==> src/rtl/kf_au_arbiter.sv <==
// Round-robin arbiter sharing one arithmetic unit between two requesters,
// with operand latching at grant, result return to the owner and a done watchdog.
module kf_au_arbiter #(
    parameter int unsigned W       = 24,
    parameter int unsigned TOW     = 8,
    parameter int unsigned TIMEOUT = 200
) (
    input  logic           clk,
    input  logic           rst_n,
    input  logic           req0,
    input  logic [W-1:0]   r0,
    input  logic [W-1:0]   s0,
    input  logic [W-1:0]   i0,
    input  logic [1:0]     op0,
    input  logic [1:0]     my0,
    output logic           gnt0,
    output logic           done0,
    output logic [W-1:0]   result0,
    input  logic           req1,
    input  logic [W-1:0]   r1,
    input  logic [W-1:0]   s1,
    input  logic [W-1:0]   i1,
    input  logic [1:0]     op1,
    input  logic [1:0]     my1,
    output logic           gnt1,
    output logic           done1,
    output logic [W-1:0]   result1,
    output logic           au_start,
    output logic [W-1:0]   au_r,
    output logic [W-1:0]   au_s,
    output logic [W-1:0]   au_i,
    output logic [1:0]     au_op,
    output logic [1:0]     au_my,
    input  logic           au_done,
    input  logic [W-1:0]   au_result,
    input  logic           au_busy,
    output logic           busy,
    output logic           owner,
    output logic           timeout_err,
    input  logic           clr_err
);

    localparam logic [1:0] ST_IDLE  = 2'd0;
    localparam logic [1:0] ST_ISSUE = 2'd1;
    localparam logic [1:0] ST_WAIT  = 2'd2;

    localparam logic [TOW-1:0] WD_LAST = TOW'(TIMEOUT - 1);

    logic [1:0]     state, state_d;
    logic           last, last_d;
    logic           owner_d;
    logic [TOW-1:0] wd, wd_d;
    logic           gnt0_d, gnt1_d, done0_d, done1_d, start_d, busy_d, err_d;
    logic [W-1:0]   result0_d, result1_d, au_r_d, au_s_d, au_i_d;
    logic [1:0]     au_op_d, au_my_d;
    logic           win;

    // Next-state and next-output logic.
    always_comb begin
        state_d   = state;
        last_d    = last;
        owner_d   = owner;
        wd_d      = wd;
        gnt0_d    = 1'b0;
        gnt1_d    = 1'b0;
        done0_d   = 1'b0;
        done1_d   = 1'b0;
        start_d   = 1'b0;
        result0_d = result0;
        result1_d = result1;
        au_r_d    = au_r;
        au_s_d    = au_s;
        au_i_d    = au_i;
        au_op_d   = au_op;
        au_my_d   = au_my;
        err_d     = clr_err ? 1'b0 : timeout_err;
        win       = 1'b0;

        case (state)
            ST_IDLE: begin
                if ((req0 || req1) && !au_busy) begin
                    // On a tie the requester that did not win last time goes next.
                    win     = (req0 && req1) ? ~last : req1;
                    au_r_d  = win ? r1  : r0;
                    au_s_d  = win ? s1  : s0;
                    au_i_d  = win ? i1  : i0;
                    au_op_d = win ? op1 : op0;
                    au_my_d = win ? my1 : my0;
                    owner_d = win;
                    last_d  = win;
                    gnt0_d  = ~win;
                    gnt1_d  = win;
                    start_d = 1'b1;
                    state_d = ST_ISSUE;
                end
            end
            ST_ISSUE: begin
                wd_d    = '0;
                state_d = ST_WAIT;
            end
            ST_WAIT: begin
                if (au_done) begin
                    if (owner) begin
                        result1_d = au_result;
                        done1_d   = 1'b1;
                    end else begin
                        result0_d = au_result;
                        done0_d   = 1'b1;
                    end
                    state_d = ST_IDLE;
                end else if (wd == WD_LAST) begin
                    if (owner) begin
                        result1_d = '0;
                        done1_d   = 1'b1;
                    end else begin
                        result0_d = '0;
                        done0_d   = 1'b1;
                    end
                    err_d   = 1'b1;
                    state_d = ST_IDLE;
                end else begin
                    wd_d = wd + TOW'(1);
                end
            end
            default: state_d = ST_IDLE;
        endcase

        busy_d = (state_d != ST_IDLE);
    end

    // State and registered outputs.
    always_ff @(posedge clk or negedge rst_n) begin
        if (!rst_n) begin
            state       <= ST_IDLE;
            last        <= 1'b1;
            owner       <= 1'b0;
            wd          <= '0;
            gnt0        <= 1'b0;
            gnt1        <= 1'b0;
            done0       <= 1'b0;
            done1       <= 1'b0;
            au_start    <= 1'b0;
            result0     <= '0;
            result1     <= '0;
            au_r        <= '0;
            au_s        <= '0;
            au_i        <= '0;
            au_op       <= '0;
            au_my       <= '0;
            busy        <= 1'b0;
            timeout_err <= 1'b0;
        end else begin
            state       <= state_d;
            last        <= last_d;
            owner       <= owner_d;
            wd          <= wd_d;
            gnt0        <= gnt0_d;
            gnt1        <= gnt1_d;
            done0       <= done0_d;
            done1       <= done1_d;
            au_start    <= start_d;
            result0     <= result0_d;
            result1     <= result1_d;
            au_r        <= au_r_d;
            au_s        <= au_s_d;
            au_i        <= au_i_d;
            au_op       <= au_op_d;
            au_my       <= au_my_d;
            busy        <= busy_d;
            timeout_err <= err_d;
        end
    end

endmodule

==> config.mk <==
export PLATFORM = sky130hd
export DESIGN_NAME = kf_au_arbiter
export DESIGN_NICKNAME = d
export VERILOG_FILES = /design/src/rtl/kf_au_arbiter.sv
export SDC_FILE = /design/constraint.sdc
export NUM_CORES = 1
export LEC_CHECK = 0
export BUFFER_PORTS_ARGS = -buffer_cell sky130_fd_sc_hd__buf_2
export CAP_MARGIN = 20
export CORE_AREA = 2 2 123 125
export CTS_CLUSTER_DIAMETER = 100
export DETAILED_ROUTE_END_ITERATION = 12
export DIE_AREA = 0 0 125 127
export PLACE_DENSITY = 0.85
export SETUP_SLACK_MARGIN = 0.05
export SLEW_MARGIN = 10
export SYNTH_ARGS = -nofsm -noshare
export SYNTH_HDL_FRONTEND = slang
export SYNTH_SLANG_ARGS = --single-unit
==> constraint.sdc <==
create_clock -name clk -period 2.3 [get_ports clk]
set_input_delay 0.23 -clock clk [delete_from_list [all_inputs] [get_ports clk]]
set_output_delay 0.23 -clock clk [all_outputs]
set_load 0.05 [all_outputs]
==> results.sh, run 1 <==
export IMPL_outcome="finished clean"
export IMPL_setup_violations=0
export IMPL_crit_slowest_cell="o41ai_2"
export IMPL_num_antenna_cells=0
export IMPL_synth_top_family_by_area="compound AO/OA/AOI/OAI gates"
export IMPL_insertion_delay_ps=410
export IMPL_arrival_ps=2140
export IMPL_synth_async_reset_ratio_pct=100.0
export IMPL_synth_edff_count=0
export IMPL_path_class="flop to flop"
export IMPL_via_per_inst=4.986
export IMPL_ys_seq_elements=143
export IMPL_synth_area_mux_share_pct=12.50
export IMPL_wl_per_cell_um=15.50
export IMPL_numCtsBuffers=17
export IMPL_clock_fmax_mhz=550.6
export IMPL_route_detailed_drc=0
export IMPL_grt_pass1_wl_um=25580
export IMPL_min_period_over_period_pct=78.97
export IMPL_die_h_um=127
export IMPL_max_stage_delay_ps=480
export IMPL_post_cts_buffers=0
export IMPL_ctsLongestPathBuffers=2
export IMPL_cts_max_level=4
export IMPL_powerDensity_mw_per_mm2=1558
export IMPL_final_nets=1026
export IMPL_synth_compound_area_share_pct=15.20
export IMPL_cts_clk_slew_worst_paths_ps=60
export IMPL_syn_nets=719
export IMPL_ys_seq_area_share_pct=58.83
export IMPL_power_leakage_nw=4.454
export IMPL_die_width_um=125
export IMPL_ant_nets=0
export IMPL_rows=44
export IMPL_worstPathMaxFanout=6
export IMPL_ys_warn_count=0
export IMPL_ir_worst_vdd_uv=773.6
export IMPL_grt_max_degree=98
export IMPL_grtUsageTotal_pct=20.17
export IMPL_maxSlewHeadroom_pct=62.08
export IMPL_core_area_mm2=0.01442
export IMPL_drv_cap=0
export IMPL_via_count=5175
export IMPL_setup_ws_ps=483.6
export IMPL_initial_utilization_pct=42.18
export IMPL_finalSetupTns_ps=0
export IMPL_slew_violations=0
export IMPL_io_pin_count=315
export IMPL_hold_depth=2
export IMPL_avgSynthCellArea_um2=11.37
export IMPL_synth_area_leader_cell="dfrtp_1"
export IMPL_antenna_found_initial=0
export IMPL_path_depth=6
export IMPL_crit_path_start_kind="flop"
export IMPL_worstHoldPathType="primary input to flop"
export IMPL_place_area_mm2=0.007821
export IMPL_ctsRootBufferMaster="clkbuf_16"
export IMPL_synth_top_area_share_pct=58.40
export IMPL_critPathBufInv=1
export IMPL_synthTopCellsByArea="dfrtp_1, mux2i_1, o2bb2ai_1"
export IMPL_utilization_pct=58.24
export IMPL_multi_input_area_mm2=0.002263
export IMPL_syn_area_mm2=0.006085
export IMPL_synthAdderAreaFrac_pct=0.2056
export IMPL_dpl_worst_slack_ps=509.0
export IMPL_synthCells=535
export IMPL_seqCellArea_mm2=0.003580
export IMPL_place_gp_congestion=0.8380
export IMPL_tightest_slew_ps=568.9
export IMPL_rsz0062_at_grt="no"
export IMPL_layout_drive_gt1_share_pct=42.51
export IMPL_ys_types=40
export IMPL_synth_flop_cell="dfrtp_1"
export IMPL_p_total_w=0.01309
export IMPL_rr_worst_depth=6
export IMPL_final_cell_mix="buf_2, dfrtp_1, nand2_1"
export IMPL_hold_viol=0
export IMPL_dp_hpwl_um=11920
export IMPL_n_fill_cell=1235
export IMPL_path_cells="ha_1 > nand4_1 > o41ai_2 > and2_4 > inv_1 > a31oi_1"
export IMPL_required_ps=2620
export IMPL_wl_um=16090
export IMPL_min_period_ps=1816
export IMPL_cpLargestDelayFamily="compound AO/OA/AOI/OAI gates"
export IMPL_clock_sinks=143
export IMPL_first_pass_iters=4
export IMPL_yosys_area_share_simple_pct=8.966
export IMPL_first_global_vias=5026
export IMPL_dieArea_mm2=0.01588
export IMPL_skew_ps=8.147
export IMPL_cp_end_kind="flop"
export IMPL_grt_overflow=0
export IMPL_numPortBuffers=314
export IMPL_drtIter0Drc=225
export IMPL_synthXorXnorAreaFrac_pct=0.1439
export IMPL_cts_tree="done"
export IMPL_postLayoutCellArea_mm2=0.008401
export IMPL_layout_commonest_cell="buf_2"
export IMPL_area_growth_pct=38.06
export IMPL_cts_resized=0
export IMPL_postCtsHoldBufs=1
[per-layer routing]
metal	GRT usage (%)	wire length [um]
met5	0	0
met1	25.15	6584
met4	4.575	150
met2	34.91	8111
met3	6.030	1247
[final timing paths]
kind / startpoint / end / slack [ps]
setup / recovery: wd[0] / wd[2] / 480
hold / removal: clr_err / timeout_err / 20
setup reg to reg: wd[0] / wd[2] / 480
hold reg to reg: au_i[2] / au_i[2] / 470
max in group asynchronous: rst_n / last / 1250
min in group asynchronous: rst_n / au_r[13] / 330
[kinds of logic (layout without fill, tap and decap cells)]
logic type / after synthesis / in the layout
mux: 76 / 76
compound gates: 140 / 140
fa+ha+maj: 1 / 1
xor+xnor: 1 / 1
flops: 143 / 143
buf+inv: 47 / 366
simple gates: 127 / 127
[cell usage after synthesis (all sizes together) (2+ instances only)]
library cell    n
o211ai          3
and3            3
a21o            2
a32o            2
nor2            2
nand2         103
nand4           2
and2            4
o2bb2ai        46
nand3           4
clkbuf         13
nor3            2
inv             7
dfrtp         142
mux2i          76
o21ai          79
a211o           2
buf            26
[cell type report]
class,count,area share [%]
Sequential cell,143,42.61
Multi-Input combinational cell,345,26.94
Timing Repair Buffer,327,20.57
Clock buffer,19,5.153
Tap cell,184,2.741
Clock inverter,12,1.623
Inverter,8,0.3575
[report_power, final]
group | total (W) | internal (W) | switching [W]
registers | 0.00412 | 0.00352 | 0.000601
clock network | 0.00263 | 0.00160 | 0.00103
logic | 0.00634 | 0.00151 | 0.00483
[worst register-to-register path, delay by kind of cell, from the launching register on]
kind,cells,cell delay (ps)
buffers and inverters,1,60
AOI/OAI and AO/OA,2,640
and+or+nand+nor,2,430
adders and majority gates,1,220
DFF,1,390
[through the flow]
step                      instances  hold WS (ps)
final                          1038         15.08
after global routing           1038         13.43
after CTS                      1038         4.039
after detailed placement       1006         206.0
after global placement         1006         202.1
after floorplan                 535        -65.59
[state kept, by name, indices dropped and copies added, names as in the netlist]
| register | cells |
|---|---|
| result0 | 24 |
| au_r | 24 |
| au_start | 1 |
| state | 2 |
| timeout_err | 1 |
| gnt1 | 1 |
| au_i | 24 |
| wd | 8 |
| au_s | 24 |
| owner | 1 |
| last | 1 |
| au_op | 2 |
| result1 | 24 |
| gnt0 | 1 |
| done0 | 1 |
| done1 | 1 |
| au_my | 2 |
| busy | 1 |
(Power assumes the default switching activity.)
==> run 2: changes to the inputs <==
--- a/config.mk
+++ b/config.mk
@@ -7,11 +7,12 @@
 export LEC_CHECK = 0
 export BUFFER_PORTS_ARGS = -buffer_cell sky130_fd_sc_hd__buf_2
 export CAP_MARGIN = 20
-export CORE_AREA = 2 2 123 125
+export CORE_ASPECT_RATIO = 1.75
+export CORE_MARGIN = 2
+export CORE_UTILIZATION = 41
 export CTS_CLUSTER_DIAMETER = 100
 export DETAILED_ROUTE_END_ITERATION = 12
-export DIE_AREA = 0 0 125 127
-export PLACE_DENSITY = 0.85
+export PLACE_DENSITY = 0.86
 export SETUP_SLACK_MARGIN = 0.05
 export SLEW_MARGIN = 10
 export SYNTH_ARGS = -nofsm -noshare
==> constraint.sdc (replaced) <==
create_clock -name clk -period 1.55 [get_ports clk]
set_input_delay 0.155 -clock clk [delete_from_list [all_inputs] [get_ports clk]]
set_output_delay 0.155 -clock clk [all_outputs]
set_load 0.05 [all_outputs]
==> run 2 against run 1 <==
The run now ends with setup timing left; sequential share of layout area down 7.5 points; fmax rose by 5.4%; non-clock buffer count is 61 higher; total power grew 72%; critical path type unchanged.
==> results.sh, run 2 (same netlist as run 1, synthesis figures left out) <==
export IMPL_seq_power_share_pct=28.9
export IMPL_grt_pass1_wl_um=28020
export IMPL_rr_startpoint="wd[0]"
export IMPL_ir_worst_vdd_uv=1375
export IMPL_postLayoutCellArea_mm2=0.01020
export IMPL_grtUsageTotal_pct=23.18
export IMPL_core_area_mm2=0.01444
export IMPL_grt_overflow=0
export IMPL_insertion_delay_ps=410
export IMPL_drv_cap=0
export IMPL_min_period_over_period_pct=111.2
export IMPL_clkPwrFrac_pct=19.1
export IMPL_grt_max_degree=48
export IMPL_fin_cells=1099
export IMPL_initial_utilization_pct=42.13
export IMPL_place_gp_congestion=0.8552
export IMPL_p_sw_w=0.01119
export IMPL_drtIter0Drc=208
export IMPL_wl_per_cell_um=19.71
export IMPL_antenna_found_initial=1
export IMPL_ant_nets=0
export IMPL_first_pass_iters=4
export IMPL_violations="setup timing"
export IMPL_dp_hpwl_um=12510
export IMPL_place_area_mm2=0.007953
export IMPL_path_common_cell="buf_4"
export IMPL_tightest_slew_ps=366.2
export IMPL_area_growth_pct=67.67
export IMPL_rows=58
export IMPL_worstHoldPathType="primary input to flop"
export IMPL_power_leakage_nw=5.205
export IMPL_setup_ws_ps=-173.9
export IMPL_dp_cells=1013
export IMPL_startpoint="wd[0]"
export IMPL_wl_um=21660
export IMPL_min_period_ps=1724
export IMPL_numCtsBuffers=17
export IMPL_cts_max_level=4
export IMPL_swShare_pct=49.68
export IMPL_cp_end_kind="flop"
export IMPL_internal_power_w=0.01133
export IMPL_outcome="finished with violations"
export IMPL_worstPathMaxFanout=3
export IMPL_first_global_vias=5629
export IMPL_max_stage_delay_ps=380
export IMPL_route_detailed_drc=0
export IMPL_powerDensity_mw_per_mm2=2207
export IMPL_cts_clk_slew_worst_paths_ps=70
export IMPL_final_nets=1089
export IMPL_arrival_ps=2020
export IMPL_io_pin_count=315
export IMPL_die_h_um=165.2
export IMPL_pwr_share_comb_pct=52.1
export IMPL_hold_depth=3
export IMPL_slew_violations=0
export IMPL_required_ps=1850
export IMPL_clock_sinks=143
export IMPL_path_class="flop to flop"
export IMPL_dieArea_mm2=0.01587
export IMPL_path_cells="ha_2 > nand4_1 > nor4_2 > o211ai_1 > buf_4 > buf_4 > a32o_1"
export IMPL_via_count=5908
export IMPL_finalSetupTns_ps=-9101
export IMPL_clock_fmax_mhz=580.1
export IMPL_rsz0062_at_grt="yes"
export IMPL_crit_slowest_cell="dfrtp_1"
export IMPL_dpl_worst_slack_ps=-91.05
export IMPL_hold_viol=0
export IMPL_final_cell_mix="buf_2, dfrtp_1, mux2i_1"
export IMPL_maxSlewHeadroom_pct=75.59
export IMPL_layout_commonest_cell="buf_2"
export IMPL_crit_path_start_kind="flop"
export IMPL_setup_violations=122
export IMPL_die_width_um=96.09
export IMPL_ctsRootBufferMaster="clkbuf_16"
export IMPL_numPortBuffers=314
export IMPL_rr_worst_depth=7
export IMPL_utilization_pct=70.65
export IMPL_cts_tree="done"
export IMPL_hold_path_startpoint="r0[20]"
export IMPL_layout_drive_gt1_share_pct=63.29
export IMPL_via_per_inst=5.376
export IMPL_ctsLongestPathBuffers=2
export IMPL_skew_ps=11.93
## run 2: cell types whose count changed in the layout (fill, tap and decap cells not counted), moves of 19 or more
cell       delta
o21ai_2      +46
buf_4        +20
nand2_2      +37
o2bb2ai_1    -21
nand2_4      +38
o21ai_0      -47
nand2_1      -75
o2bb2ai_2    +19
## run 2: per-stage QoR
stage | power [W] | hold slack [ps]
floorplan | 0.01313 | -140.6
global placement | 0.01552 | 76.25
detailed placement | 0.01571 | 79.59
CTS | 0.02077 | 0.08993
global route | 0.02338 | 4.056
finish | 0.02252 | 9.270
## run 2: critical path, delay by kind of cell (launching register included)
family	cells	cell delay, ps
AND/OR/NAND/NOR	2	320
flip-flops	1	380
AO/OA/AOI/OAI	2	390
adder cells (fa/ha/maj)	1	190
buffers and inverters	2	320
## run 2: path summary, 6_finish.rpt
| path | endpoint | slack, ps |
|---|---|---|
| max | result0[22] | -170 |
| min | au_r[20] | 9 |
| max reg2reg | result0[22] | -170 |
| min reg2reg | au_r[0] | 490 |
| max in group asynchronous | au_i[17] | 670 |
| min in group asynchronous | result0[2] | 210 |
## run 2: what timing repair did
action,CTS,global route
gates resized for setup,84,200
hold buffers,6,0
setup endpoints to repair,82,139
gates cloned,13,12
setup buffers,9,15
hold endpoints to repair,74,0
pin swaps,36,86
## run 2: per-layer routing
metal / vias up / part of all wire [%] / track usage (%)
met4: 0 / 3.6 / 10.52
li1: 2666 / - / -
met3: 51 / 5.7 / 4.356
met2: 304 / 55 / 41.89
met1: 2887 / 36 / 25.68
met5: - / 0 / 0
## run 2: power groups by stage
stage | Combinational (W) | Clock, W | Sequential, W
floorplan | 0.00204 | 0 | 0.0111
global placement | 0.00946 | 0 | 0.00606
detailed placement | 0.00965 | 0 | 0.00606
CTS | 0.0103 | 0.00433 | 0.00610
global route | 0.0122 | 0.00452 | 0.00664
finish | 0.0117 | 0.00430 | 0.00650
## run 2: final cells by class
type,count,area [um^2]
tap,180,225.2
clock buffer,17,425.4
clock inverter,15,188.9
timing repair buffer,388,2681
inverter,8,30.03
sequential,143,3582
antenna,1,2.502
multi-input combinational,347,3067
fill,972,4239
==> run 3: changes to the inputs <==
--- a/config.mk
+++ b/config.mk
@@ -7,12 +7,12 @@
 export LEC_CHECK = 0
 export BUFFER_PORTS_ARGS = -buffer_cell sky130_fd_sc_hd__buf_2
 export CAP_MARGIN = 20
-export CORE_ASPECT_RATIO = 1.75
-export CORE_MARGIN = 2
-export CORE_UTILIZATION = 41
+export CORE_AREA = 2 2 123 125
 export CTS_CLUSTER_DIAMETER = 100
 export DETAILED_ROUTE_END_ITERATION = 12
-export PLACE_DENSITY = 0.86
+export DIE_AREA = 0 0 125 127
+export GPL_TIMING_DRIVEN = 0
+export PLACE_DENSITY = 0.85
 export SETUP_SLACK_MARGIN = 0.05
 export SLEW_MARGIN = 10
 export SYNTH_ARGS = -nofsm -noshare
==> constraint.sdc (replaced) <==
create_clock -name clk -period 1.6 [get_ports clk]
set_input_delay 0.16 -clock clk [delete_from_list [all_inputs] [get_ports clk]]
set_output_delay 0.16 -clock clk [all_outputs]
set_load 0.05 [all_outputs]
==> run 3 against run 2 <==
The run still ends with setup timing left; core utilization up 3.0 points; worst setup slack lost 140 ps; hold slack improved by 9.6 ps; non-clock buffer count up 16; first-iteration DRC count increased by 54%; global-route usage increased by 2.6 points; sequential share of layout area decreased by 1.4 points; via count grew 1.4%; clock-buffer cell count is 3 higher.
==> results.sh, run 3 (same netlist as run 1, synthesis figures left out) <==
export IMPL_arrival_ps=2200
export IMPL_skew_ps=13.12
export IMPL_io_pin_count=315
export IMPL_crit_path_start_kind="flop"
export IMPL_first_pass_iters=4
export IMPL_antenna_found_initial=1
export IMPL_power_leakage_nw=5.315
export IMPL_hold_depth=3
export IMPL_fin_cells=1117
export IMPL_n_fill_cell=909
export IMPL_drtIter0Drc=321
export IMPL_grt_overflow=0
export IMPL_dp_cells=1034
export IMPL_min_period_ps=1915
export IMPL_hold_viol=0
export IMPL_worstHoldPathType="primary input to flop"
export IMPL_postLayoutCellArea_mm2=0.01062
export IMPL_ctsRootBufferMaster="clkbuf_16"
export IMPL_place_gp_congestion=0.8725
export IMPL_ir_worst_vdd_uv=1164
export IMPL_worstPathMaxFanout=5
export IMPL_layout_drive_gt1_share_pct=65.88
export IMPL_core_area_mm2=0.01442
export IMPL_wl_per_cell_um=20.91
export IMPL_numPortBuffers=314
export IMPL_rows=44
export IMPL_grt_max_degree=92
export IMPL_rsz0062_at_grt="yes"
export IMPL_cts_max_level=4
export IMPL_via_per_inst=5.362
export IMPL_area_growth_pct=74.48
export IMPL_cts_clk_slew_worst_paths_ps=70
export IMPL_layout_commonest_cell="buf_2"
export IMPL_insertion_delay_ps=410
export IMPL_wl_um=23360
export IMPL_cp_end_kind="flop"
export IMPL_route_detailed_drc=0
export IMPL_ctsLongestPathBuffers=2
export IMPL_ant_nets=0
export IMPL_path_class="flop to flop"
export IMPL_clock_fmax_mhz=522.3
export IMPL_setup_ws_ps=-314.7
export IMPL_final_cell_mix="buf_2, dfrtp_1, mux2i_1"
export IMPL_violations="setup timing"
export IMPL_outcome="finished with violations"
export IMPL_via_count=5989
export IMPL_grtUsageTotal_pct=25.79
export IMPL_die_width_um=125
export IMPL_maxSlewHeadroom_pct=28.74
export IMPL_cts_tree="done"
export IMPL_numCtsBuffers=17
export IMPL_dp_hpwl_um=13490
export IMPL_final_nets=1103
export IMPL_rr_worst_depth=7
export IMPL_die_h_um=127
export IMPL_first_global_vias=5972
export IMPL_required_ps=1890
export IMPL_clock_sinks=143
export IMPL_tightest_slew_ps=1069
export IMPL_drv_cap=0
export IMPL_initial_utilization_pct=42.18
export IMPL_slew_violations=0
export IMPL_setup_violations=126
export IMPL_dieArea_mm2=0.01588
export IMPL_powerDensity_mw_per_mm2=2134
export IMPL_min_period_over_period_pct=119.7
export IMPL_grt_pass1_wl_um=31870
export IMPL_place_area_mm2=0.007935
## run 3: changes by cell type in the layout (fill, tap and decap cells not counted), moves of 7 or more
cell       change
nand2_4        -7
buf_4         -12
o21ai_1        +8
buf_6         +11
o2bb2ai_1     -25
nand2_2        +7
o2bb2ai_4     +21
buf_2          +7
buf_8         +11
## run 3: metrics by stage
step / hold slack (ps) / power, W / util [%] / setup TNS (ps) / setup slack, ps
2_1_floorplan: -135.6 / 0.01272 / - / -353.3 / -15.11
3_3_place_gp: 354.6 / 0.01510 / 54.78 / -249880 / -1857
3_5_place_dp: 142.7 / 0.01528 / 55.01 / -27470 / -436.8
4_1_cts: 1.353 / 0.02078 / 67.50 / -9146 / -157.2
5_1_grt: 15.99 / 0.02343 / 73.59 / -20250 / -381.1
6_report: 18.90 / 0.02266 / 73.60 / -13860 / -314.7
## run 3: cell type report
class	count	area, um^2	share of cell area [%]
antenna	1	2.502	0.02357
buffer	37	459.2	4.325
clock buffer	20	436.7	4.113
clock inverter	12	161.4	1.520
inverter	8	36.28	0.3418
multi-input combinational	345	3382	31.86
sequential	143	3581	33.73
tap	184	230.2	2.169
timing repair buffer	367	2327	21.92
## run 3: critical path, stage by stage (launching register included)
cell     delay [ps]
dfrtp_1         370
ha_2            190
nand4_1         180
buf_4           210
o41ai_4         410
and2_4          260
buf_4           120
nand2_2          70
## run 3: metal layers
layer  GRT usage [%]  routed length (um)  up-vias
li1                -                   -     2700
met2           46.07               12480      290
met3           5.695                1488       48
met4           9.412                 638        0
met1           30.72                8754     2951
met5               0                   0        -
## run 3: what timing repair did
action | in CTS | in global routing
pin swaps | 61 | 88
setup endpoints to repair | 137 | 140
setup buffers | 25 | 11
resized for setup | 183 | 221
hold endpoints to repair | 52 | 0
cloned | 16 | 2
hold buffers | 2 | 0
## run 3: worst paths after layout
| check | from | end | slack, ps |
|---|---|---|---|
| max | wd[1] | busy | -310 |
| min | s0[12] | au_s[12] | 20 |
| max reg2reg | wd[1] | busy | -310 |
| min reg2reg | au_op[0] | au_op[0] | 480 |
| max in group asynchronous | rst_n | owner | 470 |
| min in group asynchronous | rst_n | au_s[6] | 280 |
## run 3: power breakdown
part / switching, W / total [W] / internal, W
Clock: 0.00162 / 0.00409 / 0.00247
Sequential: 0.00140 / 0.00646 / 0.00507
Combinational: 0.00811 / 0.0121 / 0.00399
